--- src/rtl/johnson_decoder.sv ---
// johnson_decoder: registered decoder and integrity monitor for a WIDTH-bit Johnson code stream.
// Define JOHNSON_DECODER_BIDIR_EN to also accept down-counting streams and add the dir output.
//
// state    | meaning
// UNLOCKED | fewer than LOCK_CNT consecutive correct steps since the last error
// LOCKED   | stream is following the sequence; any error returns to UNLOCKED
module johnson_decoder #(
  parameter int WIDTH    = 4,
  parameter int LOCK_CNT = 3,
  parameter int IW       = $clog2(2*WIDTH)
) (
  input  logic               clk,
  input  logic               reset,
  input  logic [WIDTH-1:0]   code_in,
  input  logic               in_valid,
  output logic               out_valid,
  output logic [IW-1:0]      index,
  output logic [2*WIDTH-1:0] onehot,
  output logic               illegal,
  output logic               seq_err,
  output logic               locked,
`ifdef JOHNSON_DECODER_BIDIR_EN
  output logic               dir,
`endif
  output logic [7:0]         err_count
);

  localparam int NS = 2*WIDTH;
  localparam logic [WIDTH-1:0] CODE_ONE = WIDTH'(1);
  localparam logic [IW-1:0]    IDX_ONE  = IW'(1);
  localparam logic [IW-1:0]    IDX_LAST = IW'(NS-1);
  localparam logic [NS-1:0]    OH_ONE   = NS'(1);
  localparam logic [3:0]       LOCK_TH  = 4'(LOCK_CNT);

  typedef enum logic {UNLOCKED, LOCKED} state_t;

  state_t        state;
  logic          has_prev;
  logic [IW-1:0] last_idx;
  logic [3:0]    good_cnt;

  logic [WIDTH-1:0] inv;
  logic             code_legal;
  logic [IW-1:0]    dec_idx;
  logic [IW-1:0]    next_up;
  logic             good_step;
  logic             turn;
  logic [3:0]       cnt_step;
`ifdef JOHNSON_DECODER_BIDIR_EN
  logic [IW-1:0]    next_dn;
  logic             step_dn;
`endif

  function automatic int popcount(input logic [WIDTH-1:0] v);
    int n;
    n = 0;
    for (int i = 0; i < WIDTH; i++) n += int'(v[i]);
    return n;
  endfunction

  // Legal codes are a run of ones anchored at bit 0, or a run of ones anchored at the MSB.
  always_comb begin
    inv        = ~code_in;
    code_legal = ((code_in & (code_in + CODE_ONE)) == '0) || ((inv & (inv + CODE_ONE)) == '0);
    if (code_in[WIDTH-1]) dec_idx = IW'(NS - popcount(code_in));
    else                  dec_idx = IW'(popcount(code_in));
    next_up = (last_idx == IDX_LAST) ? '0 : last_idx + IDX_ONE;
`ifdef JOHNSON_DECODER_BIDIR_EN
    next_dn   = (last_idx == '0) ? IDX_LAST : last_idx - IDX_ONE;
    step_dn   = (dec_idx == next_dn) && (dec_idx != next_up);
    good_step = (dec_idx == next_up) || step_dn;
    turn      = good_step && (step_dn != dir);
`else
    good_step = (dec_idx == next_up);
    turn      = 1'b0;
`endif
    cnt_step = turn ? 4'd1 : good_cnt + 4'd1;
  end

  assign locked = (state == LOCKED);

  always_ff @(posedge clk or negedge reset) begin
    if (!reset) begin
      out_valid <= 1'b0;
      index     <= '0;
      onehot    <= '0;
      illegal   <= 1'b0;
      seq_err   <= 1'b0;
      err_count <= '0;
      has_prev  <= 1'b0;
      last_idx  <= '0;
      good_cnt  <= '0;
      state     <= UNLOCKED;
`ifdef JOHNSON_DECODER_BIDIR_EN
      dir       <= 1'b0;
`endif
    end else begin
      out_valid <= in_valid;
      if (in_valid) begin
        if (!code_legal) begin
          illegal  <= 1'b1;
          seq_err  <= 1'b0;
          onehot   <= '0;
          good_cnt <= '0;
          state    <= UNLOCKED;
          if (err_count != 8'hFF) err_count <= err_count + 8'd1;
        end else begin
          illegal  <= 1'b0;
          index    <= dec_idx;
          onehot   <= OH_ONE << dec_idx;
          has_prev <= 1'b1;
          last_idx <= dec_idx;
          if (!has_prev) begin
            seq_err <= 1'b0;
          end else if (good_step && !(state == LOCKED && turn)) begin
            seq_err <= 1'b0;
`ifdef JOHNSON_DECODER_BIDIR_EN
            dir     <= step_dn;
`endif
            if (state == UNLOCKED) begin
              good_cnt <= cnt_step;
              if (cnt_step >= LOCK_TH) state <= LOCKED;
            end
          end else begin
            seq_err  <= 1'b1;
            good_cnt <= '0;
            state    <= UNLOCKED;
            if (err_count != 8'hFF) err_count <= err_count + 8'd1;
          end
        end
      end
    end
  end

endmodule

--- config.mk ---
export PLATFORM = sky130hd
export DESIGN_NAME = johnson_decoder
export DESIGN_NICKNAME = d
export VERILOG_FILES = /design/src/rtl/johnson_decoder.sv
export SDC_FILE = /design/constraint.sdc
export NUM_CORES = 1
export LEC_CHECK = 0
export BUFFER_PORTS_ARGS = -buffer_cell sky130_fd_sc_hd__buf_2
export CORE_MARGIN = 2
export CORE_UTILIZATION = 30
export CTS_BUF_LIST = sky130_fd_sc_hd__clkbuf_4 sky130_fd_sc_hd__clkbuf_8 sky130_fd_sc_hd__clkbuf_16
export DETAILED_ROUTE_END_ITERATION = 10
export RECOVER_POWER = 50
export SLEW_MARGIN = 25
export SYNTH_ARGS = -nofsm -noshare
export SYNTH_HDL_FRONTEND = slang
export SYNTH_SLANG_ARGS = --single-unit
--- constraint.sdc ---
create_clock -name clk -period 5 [get_ports clk]
set_input_delay 0.75 -clock clk [delete_from_list [all_inputs] [get_ports clk]]
set_output_delay 0.75 -clock clk [all_outputs]
set_load 0.005 [all_outputs]
==> impl_metrics.json <==
{
  "synthTopCellsByCount": "dfrtp_1, nand2_1, inv_1, ha_1, xnor2_1",
  "critPathBufInv": 1,
  "clk_latency_ps": 270,
  "clock.fmax_mhz": 282,
  "p_total_w": 0.000690,
  "grt_max_degree": 29,
  "first_pass_iters": 4,
  "drc": 0,
  "layout-drive-gt1-share": 0.197,
  "cp_cell_sequence": "buf_2 -> fa_1 -> ha_1 -> nand2b_1 -> mux2i_1 -> a211oi_4 -> xnor2_1 -> and3_1 -> or4_4 -> mux2_4",
  "syn_avg_cell_area_sq_um": 10.1,
  "core_region_area_sq_mm": 0.00511,
  "cts_tree": "yes",
  "dpl_worst_slack_ps": 1160,
  "ys_seq_elements": 28,
  "nets": 208,
  "min_period_ps": 3540,
  "yosysTopAreaCell": "dfrtp_1",
  "synth-edff-count": 0,
  "grt.total_usage": 0.111,
  "netlist-cell-type-count": 40,
  "slew_viol_final": 0,
  "skew_ps": 6.20,
  "grt_pass1_wl_um": 5420,
  "powerDensity_mw_per_mm2": 373,
  "async_flop_share": 1.00,
  "worst-setup-path-type": "input pin to register",
  "min_path_type": "register to register",
  "hold_violations": 0,
  "vias": 1196,
  "multi_input_area_sq_um": 806,
  "regArea_sq_um": 701,
  "fin_crit_sh": 0.708,
  "cp-end-kind": "register",
  "cp_top_family": "simple AND/OR/NAND/NOR gates",
  "wl_per_cell_um": 11.6,
  "syn_area_sq_mm": 0.00159,
  "yosysMostFrequentCell": "dfrtp_1",
  "syn-instance-count": 158,
  "dp_hpwl_um": 2350,
  "peakVddDrop_v": 0.000114,
  "cts-resized-gates": 0,
  "setup_tns_ps": 0,
  "stdcell_area_sq_mm": 0.00185,
  "worstMarginPinSlew_ps": 1450,
  "htree_num_levels": 1,
  "placed_cell_area_sq_mm": 0.00180,
  "synth_ff_type": "dfrtp_1",
  "clockBufferDepth": 2,
  "initial_core_util": 0.312,
  "dieArea_sq_mm": 0.00591,
  "io_buffers": 29,
  "die_w_um": 76.9,
  "slowest_delay_ps": 560,
  "leakage_nw": 0.891,
  "setup_ws_ps": 1460,
  "synth_warnings": 0,
  "ctsRootBufferMaster": "clkbuf_8",
  "synth.top_cell.area_share": 0.440,
  "fp.dieH_um": 76.9,
  "whs_ps": 495,
  "cts_sinks": 28,
  "seq_area_frac_synth": 0.440,
  "cts_setup_buffers": 0,
  "rsz0062_at_grt": "no",
  "hold_buffers": 0,
  "gp_congestion": 0.780,
  "fillers": 539,
  "syn_to_final_growth_pct": 15.9,
  "worst_slew_margin_rel": 0.0334,
  "syn-num-nets": 177,
  "synthTopCellsByArea": "dfrtp_1, ha_1, nand2_1, xnor2_1, inv_1",
  "clk_pin_slew_ps": 90,
  "ios": 30,
  "grt_pass1_vias": 1149,
  "critPathSlowestCell": "or4_4",
  "drt_iter0_drc": 41,
  "via_per_inst": 4.64,
  "antenna_found_initial": 0,
  "cap_viol_max_count": 0,
  "status": "finished clean",
  "diodes": 0,
  "start_kind": "input pin",
  "critPathRequiredTime_ps": 5170,
  "rows": 26,
  "wl_um": 3000,
  "antenna_left": 0,
  "critPathArrivalTime_ps": 3710,
  "numCtsBuffers": 3,
  "grt-ovfl-total": 0,
  "setup_viol": 0,
  "critPathMaxFanout": 9
}
==> worst register-to-register path: stages, from the launching register on <==
cell and delay (ps):
dfrtp_1 430, ha_1 220, ha_1 200, nor2b_1 140, xnor2_1 140, nor2_2 60
and3_1 270, or4_4 560, mux2_4 300
==> cells by family (layout without fill, tap and decap cells) <==
group                      count (synthesis)  after routing  share of synthesized area
AOI/OAI and AO/OA                         30             30                      0.141
buffers and inverters                     19             49                     0.0542
adders and majority gates                 12             12                     0.0990
DFF                                       28             28                      0.440
and+or+nand+nor                           53             53                      0.167
xor gates and xnor gates                  13             13                     0.0762
muxes                                      3              3                     0.0228
==> final cells by class <==
cell class / count / area share
clock buffer: 4 / 0.0298
inverter: 16 / 0.0325
multi-input combinational: 111 / 0.436
sequential: 28 / 0.379
tap: 70 / 0.0474
timing repair buffer: 29 / 0.0745
==> through the flow <==
step                utilization  std cells
finish                    0.362        258
global placement          0.352        254
detailed placement        0.352        254
global route              0.362        258
floorplan                     -        158
CTS                       0.363        258
==> final timing paths <==
path | from | to | slack (ps) | depth (start not counted)
max reg2reg | last_idx[0] | err_count[6] | 2570 | 8
max in group asynchronous | reset | good_cnt[0] | 3350 | 1
min | illegal | illegal | 490 | 2
min reg2reg | illegal | illegal | 490 | 2
max | code_in[0] | err_count[6] | 1460 | 10
min in group asynchronous | reset | onehot[4] | 810 | 1
==> power by group <==
part           switching [W]  internal (W)  leakage (nW)  total, W
clock              0.0000660     0.0000704        0.0288  0.000136
combinational       0.000120      0.000111         0.507  0.000231
sequential         0.0000492      0.000273         0.356  0.000322
==> flip-flops by register name, indices dropped and copies added (netlist names) <==
register / cells
seq_err: 1
illegal: 1
err_count: 8
good_cnt: 4
onehot: 8
out_valid: 1
last_idx: 3
has_prev: 1
locked: 1
==> layout by cell type, fill, tap and decap left out, drive strengths merged, types with 4 or more instances in the layout <==
cell	count
clkbuf	10
nor2	6
o22ai	4
ha	11
nand2	18
nand3	6
nor3	5
inv	16
buf	23
a21oi	4
xnor2	8
o21ai	6
xor2	5
dfrtp	28
==> layer usage <==
metal | GRT usage | wire length (um)
met1 | 0.156 | 1480
met2 | 0.172 | 1400
met5 | 0 | 0
met4 | 0.0382 | 47
met3 | 0.0176 | 70
(Power assumes the default switching activity.)
